`config.mk`:
```
export PLATFORM = sky130hd
export DESIGN_NAME = wall_field
export DESIGN_NICKNAME = d
export VERILOG_FILES = /design/src/rtl/wall_field.sv
export SDC_FILE = /design/constraint.sdc
export NUM_CORES = 1
export LEC_CHECK = 0
export ABC_AREA = 1
export BUFFER_PORTS_ARGS = -buffer_cell sky130_fd_sc_hd__clkbuf_2
export CAP_MARGIN = 15
export CORE_ASPECT_RATIO = 1.5
export CORE_MARGIN = 4
export CORE_UTILIZATION = 35
export DETAILED_ROUTE_END_ITERATION = 6
export SLEW_MARGIN = 0
export SYNTH_ARGS = -nofsm -noshare
export SYNTH_HDL_FRONTEND = slang
export SYNTH_SLANG_ARGS = --single-unit
```
`constraint.sdc`:
```
create_clock -name pixel_clk -period 4.6 [get_ports pixel_clk]
set_input_delay 0.69 -clock pixel_clk [delete_from_list [all_inputs] [get_ports pixel_clk]]
set_output_delay 0.69 -clock pixel_clk [all_outputs]
set_load 0.005 [all_outputs]
```
`src/rtl/wall_field.sv`:
```
// Scrolling wall field: WALL_NUM walls move left on each frame tick, respawn at the back with an
// LFSR gap height, and count passed walls. Optional collision logic is enabled by WALL_COLLIDE_EN.
module wall_field #(
  parameter int unsigned WALL_NUM     = 4,
  parameter int unsigned X_W          = 11,
  parameter int unsigned Y_W          = 11,
  parameter int unsigned SCREEN_W     = 640,
  parameter int unsigned WALL_SPACING = 160,
  parameter int unsigned GAP_MIN      = 40,
  parameter int unsigned START        = 5,
  parameter logic [15:0] LFSR_SEED    = 16'hACE1,
  parameter int unsigned WALL_W       = 32,
  parameter int unsigned GAP_H        = 120,
  // Reset value of pass_count; nonzero only for bring-up of the saturation path.
  parameter logic [15:0] PASS_INIT    = 16'h0000
) (
  input  logic                    pixel_clk,
  input  logic                    reset,
  input  logic                    frame_tick,
  input  logic                    run,
  input  logic                    restart,
  input  logic [3:0]              speed,
  input  logic [X_W-1:0]          bird_x,
  input  logic [Y_W-1:0]          bird_y,
  output logic [WALL_NUM*X_W-1:0] wall_x,
  output logic [WALL_NUM*Y_W-1:0] wall_y,
  output logic [WALL_NUM-1:0]     wall_valid,
  output logic                    respawn,
  output logic [15:0]             pass_count,
  output logic                    hit
);

  localparam int unsigned Span = WALL_NUM * WALL_SPACING;
  localparam int unsigned XE   = X_W + 1;
  localparam int unsigned YE   = Y_W + 1;

  typedef enum logic [1:0] {StIdle, StRun, StPause, StHalt} state_e;

  state_e               state_q;
  logic [X_W-1:0]       x_q [WALL_NUM];
  logic [X_W-1:0]       x_d [WALL_NUM];
  logic [Y_W-1:0]       y_q [WALL_NUM];
  logic [Y_W-1:0]       y_d [WALL_NUM];
  logic [15:0]          lfsr_q, lfsr_d;
  logic [15:0]          pass_q, pass_d;
  logic [16:0]          pass_sum;
  logic                 respawn_q;
  logic                 hit_q, hit_d;
  logic                 chk_q;
  logic                 tick_go;
  logic [WALL_NUM-1:0]  wrap;
  logic [X_W-1:0]       spd_x;
  logic                 coll, in_x, in_gap;

  function automatic logic [X_W-1:0] init_x(input int unsigned k);
    return X_W'(SCREEN_W + k * WALL_SPACING);
  endfunction

  function automatic logic [Y_W-1:0] init_y(input int unsigned k);
    return Y_W'(GAP_MIN + ((START + 37 * k) % 256));
  endfunction

  // Low byte of v rotated left by n.
  function automatic logic [7:0] rotl_low(input logic [15:0] v, input int unsigned n);
    logic [7:0] r;
    for (int unsigned b = 0; b < 8; b++) begin
      r[b] = v[4'((b + 16 - (n % 16)) % 16)];
    end
    return r;
  endfunction

  assign spd_x  = X_W'(speed);
  assign lfsr_d = {lfsr_q[14:0], lfsr_q[15] ^ lfsr_q[13] ^ lfsr_q[12] ^ lfsr_q[10]};

  always_comb begin
    tick_go = frame_tick && (state_q == StRun) && !hit_q;
    wrap    = '0;
    for (int unsigned k = 0; k < WALL_NUM; k++) begin
      x_d[k] = x_q[k];
      y_d[k] = y_q[k];
      if (tick_go) begin
        if (x_q[k] >= spd_x) begin
          x_d[k] = x_q[k] - spd_x;
        end else begin
          x_d[k]  = x_q[k] + X_W'(Span) - spd_x;
          y_d[k]  = Y_W'(GAP_MIN) + Y_W'(rotl_low(lfsr_q, 2 * k));
          wrap[k] = 1'b1;
        end
      end
    end
    // 17-bit sum so the carry flags saturation
    pass_sum = {1'b0, pass_q};
    for (int unsigned k = 0; k < WALL_NUM; k++) begin
      pass_sum = pass_sum + 17'(wrap[k]);
    end
    pass_d = pass_sum[16] ? 16'hFFFF : pass_sum[15:0];
  end

  always_comb begin
    coll   = 1'b0;
    in_x   = 1'b0;
    in_gap = 1'b0;
    for (int unsigned k = 0; k < WALL_NUM; k++) begin
      in_x   = (XE'(bird_x) >= XE'(x_q[k])) && (XE'(bird_x) < XE'(x_q[k]) + XE'(WALL_W));
      in_gap = (YE'(bird_y) >= YE'(y_q[k])) && (YE'(bird_y) < YE'(y_q[k]) + YE'(GAP_H));
      if (in_x && !in_gap) coll = 1'b1;
    end
  end

`ifdef WALL_COLLIDE_EN
  assign hit_d = hit_q | (chk_q & coll);
`else
  logic unused_collide;
  assign unused_collide = coll ^ chk_q;
  assign hit_d          = 1'b0;
`endif

  always_ff @(posedge pixel_clk) begin
    if (!reset || restart) begin
      state_q   <= StIdle;
      for (int unsigned k = 0; k < WALL_NUM; k++) begin
        x_q[k] <= init_x(k);
        y_q[k] <= init_y(k);
      end
      lfsr_q    <= LFSR_SEED;
      pass_q    <= PASS_INIT;
      respawn_q <= 1'b0;
      hit_q     <= 1'b0;
      chk_q     <= 1'b0;
    end else begin
      for (int unsigned k = 0; k < WALL_NUM; k++) begin
        x_q[k] <= x_d[k];
        y_q[k] <= y_d[k];
      end
      lfsr_q    <= lfsr_d;
      pass_q    <= pass_d;
      respawn_q <= |wrap;
      chk_q     <= tick_go;
      hit_q     <= hit_d;
      case (state_q)
        StIdle:  if (run) state_q <= StRun;
        StRun: begin
          if (hit_q)     state_q <= StHalt;
          else if (!run) state_q <= StPause;
        end
        StPause: if (run) state_q <= StRun;
        StHalt:  state_q <= StHalt;
        default: state_q <= StIdle;
      endcase
    end
  end

  always_comb begin
    for (int unsigned k = 0; k < WALL_NUM; k++) begin
      wall_x[k*X_W +: X_W] = x_q[k];
      wall_y[k*Y_W +: Y_W] = y_q[k];
    end
  end

  assign wall_valid = (state_q == StIdle) ? '0 : '1;
  assign respawn    = respawn_q;
  assign pass_count = pass_q;
  assign hit        = hit_q;

endmodule
```
Word level (Yosys, flattened, before mapping)
Memories as Yosys holds them, arrays and structs flattened.
Cells that the tools add are included.
W data, S select, Z words.

cells by class
  $add $sub $neg = 20
  multiply operators = 0
  div/mod/pow operators = 0
  $lt $le $gt $ge = 4
  equal/unequal tests = 5
  shift-type cells = 0
  mux-type cells = 40
  bitwise operators = 11
  reductions and logical operators = 7

operator list
  operator                  count
  $mux W11                  24
  $sub A11 B4 Y11           8
  $add A17 B1 Y17           3
  $add A11 B10 Y11 const B  4
  $ge A11 B4 Y1             4
  $add A6 B8 Y9 const A     4
  $add A16 B1 Y17           1
  $mux W16                  1
  $mux W1                   11
  $or A1 B1 Y1              8
  $pmux W2 S3               1
  $eq A2 B2 Y1 const B      2
  $mux W2                   2
  $mux W4                   1
  $reduce_or A4 Y1          1
  $xor A1 B1 Y1             3
  $eq A2 B1 Y1 const B      1
  $logic_not A2 Y1          1
  $ne A2 B1 Y1 const B      1
  $ne A2 B2 Y1 const B      1
  $reduce_and A2 Y1         1
  $reduce_or A2 Y1          1
  $logic_and A1 B1 Y1       1
  $logic_not A1 Y1          1
  $logic_or A1 B1 Y1        1

word-level totals
  bits in registers = 35
  bits in latches = 0
  memory bits (writable) = 88
  memory bits (read-only) = 0
  input port bits = 31
  output and inout bits = 110
  logic and storage cells = 93
  memories = 2

memories
  memory  words  width  read ports  clocked after memory_dff  write ports  RTL line  text
  x_q     4      11     4           0                         4            40        logic [X_W-1:0] x_q [WALL_NUM];
  y_q     4      11     4           0                         4            42        logic [Y_W-1:0] y_q [WALL_NUM];

Longest topological paths before layout
An unclocked memory read counts as a cell.

  depth after elaboration = 9
  gate-level depth with buffers = 25
  gate-level depth less buffers = 24

Worst setup path after synthesis
Ideal clock, no wire load.

  path kind = input to register
  from = in speed[2]
  to = reg pass_q[14] (netlist: pass_count[14])
  setup time = 0.056 ns
  arrival = 4.020 ns
  data required time = 4.544 ns
  setup slack = 0.524 ns
  cell stages on the path = 24
  path buffers = 1
  cells stage by stage = inv_1 -> ha_1 -> nand2_1 -> o21bai_2 -> nand2_1 -> nand2_2 -> nor2_4 -> nand2_4 -> inv_4 -> buf_6 -> fa_1 -> inv_1 -> fa_1 -> inv_1 -> fa_1 -> nand3_2 -> nor2_4 -> nand3_4 -> nor2_2 -> nand2_1 -> or2_0 -> nand3_1 -> nand2_1 -> inv_1

between the ends
  word-level cells in the longest chain between the ends = 8
  elaborated cells between the ends (all ways) = 17
  classes of those cells = add/sub: 4; order compare: 4; mux: 9

RTL lines
  element                        RTL line  text
  start, declared                22        input logic [3:0] speed,
  $ge A11 B4 Y1                  82        if (x_q[k] >= spd_x) begin
  $mux W1                        82
  $mux W1                        81        if (tick_go) begin
  net wrap[0]                    51        logic [WALL_NUM-1:0] wrap;
  $add A16 B1 Y17                94        pass_sum = pass_sum + 17'(wrap[k]);
  $add A17 B1 Y17 (3 in series)  94
  $mux W16                       96        pass_d = pass_sum[16] ? 16'hFFFF : pass_sum[15:0];
  end signal, assigned           136       pass_q <= pass_d;
  end, declared                  45        logic [15:0] pass_q, pass_d;

The timed path passes the listed nets, and every way through them passes these cells.
A chain may end at the register's enable or synchronous reset.

Worst setup path after layout
  from = in speed[1]
  to = reg pass_q[15] (netlist: pass_count[15])

between the ends
  word-level cells in the longest chain between the ends = 8
  elaborated cells between the ends (all ways) = 17
  classes of those cells = add/sub: 4; order compare: 4; mux: 9

RTL lines
  element                        RTL line
  $ge A11 B4 Y1                  82
  $mux W1                        82
  $mux W1                        81
  $add A16 B1 Y17                94
  $add A17 B1 Y17 (2 in series)  94
  $add A17 B1 Y17 (*)            94
  $mux W16 (*)                   96

Mark *: on every way between the ends. The rest lies on a longest branch, timed or not.

==> metrics <==
H-tree levels 4; worst path required time approximately 5.0 ns; Final Hold Vio Count 0; Flop pwr share 0.397; EDFF count, synth 0; leakage 4.839 nW; cell family with most CP delay adder cells; first-pass GRT wire length 37260 um; cts repair resizes 0; Remaining DRCs 0; Post-Route Utilization 0.4133; FP Rows between 60 and 70; share of layout cells above drive strength 1 0.1652; die height 197.5 um; Crit path depth 23; Initial Utilization 0.3541; CTS Buf Count 17; Slew @ Worst Pin 0.8132 ns; met1 Resource Use GR 0.1989; Max clock buf depth 2; clock network power share 0.520; # fillers 2500; NetSw 683.0 uW; WHS 0.4255 ns; critical register-to-register path endpoint pass_count[15]; Buffers & Inverters on Critical Path 6; fmax 253.4 MHz; final wirelength around 22000 um; Final Wtd Congestion around 0.89; Root Driver clkbuf_16; Setup CP Type input pin to register; vias per inst 4.724; diode count 0; peak supply drop 0.2309 mV; Iter 0 DRT Violations 261; crit-path cells clkbuf_2 -> inv_1 -> ha_1 -> fa_1 -> o21bai_2 -> nand2_1 -> nand2_2 -> nor2_4 -> nand2_4 -> inv_4 -> fa_1 -> inv_1 -> fa_1 -> inv_1 -> fa_1 -> nand3_2 -> nor2_4 -> nand3_4 -> nor3_1 -> nand2_1 -> nand2_1 -> o21ai_1 -> inv_1; crit path capture type register; die width 134.3 um; DR vias 7540; crit start category input pin; Avg Cell Area, Syn 7.259 um2; initial antenna violation count 0; worst hold path cell count 2; Final Cycle Share 0.8580; Clk pin slew, worst setup/hold paths 0.06 ns; WHS Endpoint lfsr_q[9]; max-cap viol count 0; Final ANT Viol Nets 0; Async SR Flop Fraction 0; relative slew slack 0.4579; Post-CTS Setup Inserts 0; GR peak layer met2; Port Buffers 109; Clock Sink Count 115; IO Pins between 100 and 150; hold_sp lfsr_q[8]; hold buffers post-CTS 0; Synth-to-Final Area Change 16.71%; Critical-path top delay cell fa_1; r2r setup slk around 0.82 ns; HP Class register to register; cell-internal power 1.886 mW; reg-to-reg startpoint x_q[0][2]; synth warn 0; post-synthesis register bit count 115; switching share of power 0.2658; CP peak stage delay roughly 0.37 ns; Global Route Usage Sum 0.1744; vias in the first global route 7497; largest net degree at the start of global routing 67; RSZ-0062 raised after global routing no; crit path time final 3.947 ns; post-synthesis cell area approximately 8400 um2; Final setup viols 0; sequential cell area roughly 2300 um2; setup tns final 0 ns; Synth cell types 47; DR WL/cell 14.04 um; crit-path max FO 5; Main synth FF type dfxtp_1; status complete, no violations; Register-to-Register Path Depth 21; Skew-Pair Late Insertion Delay 0.42 ns; Max Slew Vio Count 0; HPWL Detailed 16930 um; GR Util met2 0.3277; Die ar. 26520 um2; crit path DAT 4.31 ns; Clock Skew 0.006571 ns; combinational fraction of design power 0.083; Nets 1403; sequential share of the synthesized area 0.2748; Gate Count Post-Synth around 1200; CTS tree done; Core Area 23660 um2; combined area of the multi-input logic cells 5218 um2; total gr overflow 0; DRT Pass-1 Iters 4; power density over cell area 262.8 nW/um2; M3 GR Usage 0.03236
-- layer usage --
layer  part of all wire  vias to the layer above
met4              0.017                        0
met1               0.42                     3467
met3              0.034                       28
met2               0.53                      138
met5                  0                        -
li1                   -                     3907
-- how the worst max path moves through the flow --
stage / startpoint / end
floorplan: speed[2] / pass_count[14]
CTS: speed[1] / pass_count[15]
finish: speed[1] / pass_count[15]
global placement: speed[1] / pass_count[15]
detailed placement: speed[1] / pass_count[15]
global route: speed[1] / pass_count[15]
-- layout make-up --
cell class                 instances  share of cell area
multi-input combinational        842              0.5337
sequential                       115              0.2355
timing repair buffer             123             0.06655
inverter                         165             0.06386
clock buffer                      18             0.04390
tap                              319             0.04082
clock inverter                    14             0.01574
-- logic make-up after synthesis --
group	share of synthesized area
DFF	0.2748
other	0.0004477
xor gates and xnor gates	0.05123
adders and majority gates	0.1783
AOI/OAI and AO/OA	0.1288
and+or+nand+nor	0.2596
buffers and inverters	0.1068
-- through the flow --
stage	power [mW]	instance area, um2	cells	setup WS [ns]
2_1_floorplan	1.202	8407	1162	0.5240
3_3_place_gp	1.253	9194	1564	0.2312
3_5_place_dp	1.256	9194	1564	0.1730
4_1_cts	2.609	9777	1596	0.5937
5_1_grt	2.685	9777	1596	0.2272
6_report	2.569	9777	1596	0.6532
-- registers in the layout, indices dropped and copies added (netlist names) --
name,cells
lfsr_q,16
pass_count,16
respawn,1
state_q,2
x_q,44
y_q,36
-- power by group through the flow --
stage                     registers (mW)  clock network [mW]  logic, mW
final                               1.02                1.34      0.213
after detailed placement            1.04                   0      0.214
after global placement              1.04                   0      0.211
after floorplan                     1.04                   0      0.165
after global routing                1.02                1.42      0.244
after CTS                           1.02                1.37      0.216
-- worst min-delay path, cell delays in order, from the launching register on --
cell	delay, ns
dfxtp_1	0.30
inv_1	0.05
nor2_1	0.04
-- synthesized netlist by cell type (4+ instances only) --
cell | number | area [um2]
nand2_1 | 246 | 923.4
inv_1 | 155 | 581.8
dfxtp_1 | 115 | 2302
nor2_1 | 100 | 375.4
ha_1 | 89 | 1114
a21oi_1 | 86 | 430.4
nand3_1 | 79 | 395.4
o21ai_0 | 56 | 280.3
xor2_1 | 35 | 306.5
fa_1 | 19 | 380.4
nand4_1 | 15 | 93.84
o211ai_1 | 15 | 112.6
xnor2_1 | 14 | 122.6
buf_4 | 13 | 97.59
nor3_1 | 12 | 60.06
buf_2 | 9 | 45.04
or2_2 | 9 | 56.30
buf_6 | 8 | 90.09
clkbuf_1 | 8 | 30.03
inv_2 | 7 | 26.28
nand2_2 | 6 | 37.54
nor2_2 | 5 | 31.28
nand3b_1 | 4 | 30.03
nor2_4 | 4 | 45.04
o21ai_2 | 4 | 35.03
-- cell usage in the layout (no fill, tap or decap), types with 19 or more instances in the layout --
cell | synthesis | routed
xor2_1 | 35 | 35
clkbuf_2 | 0 | 109
ha_1 | 89 | 89
fa_1 | 19 | 19
nor2_1 | 100 | 99
a21oi_1 | 86 | 86
inv_1 | 155 | 154
nand2_1 | 246 | 246
o21ai_0 | 56 | 56
dfxtp_1 | 115 | 115
nand3_1 | 79 | 79
Note: power is estimated with default switching activity, not from simulation.
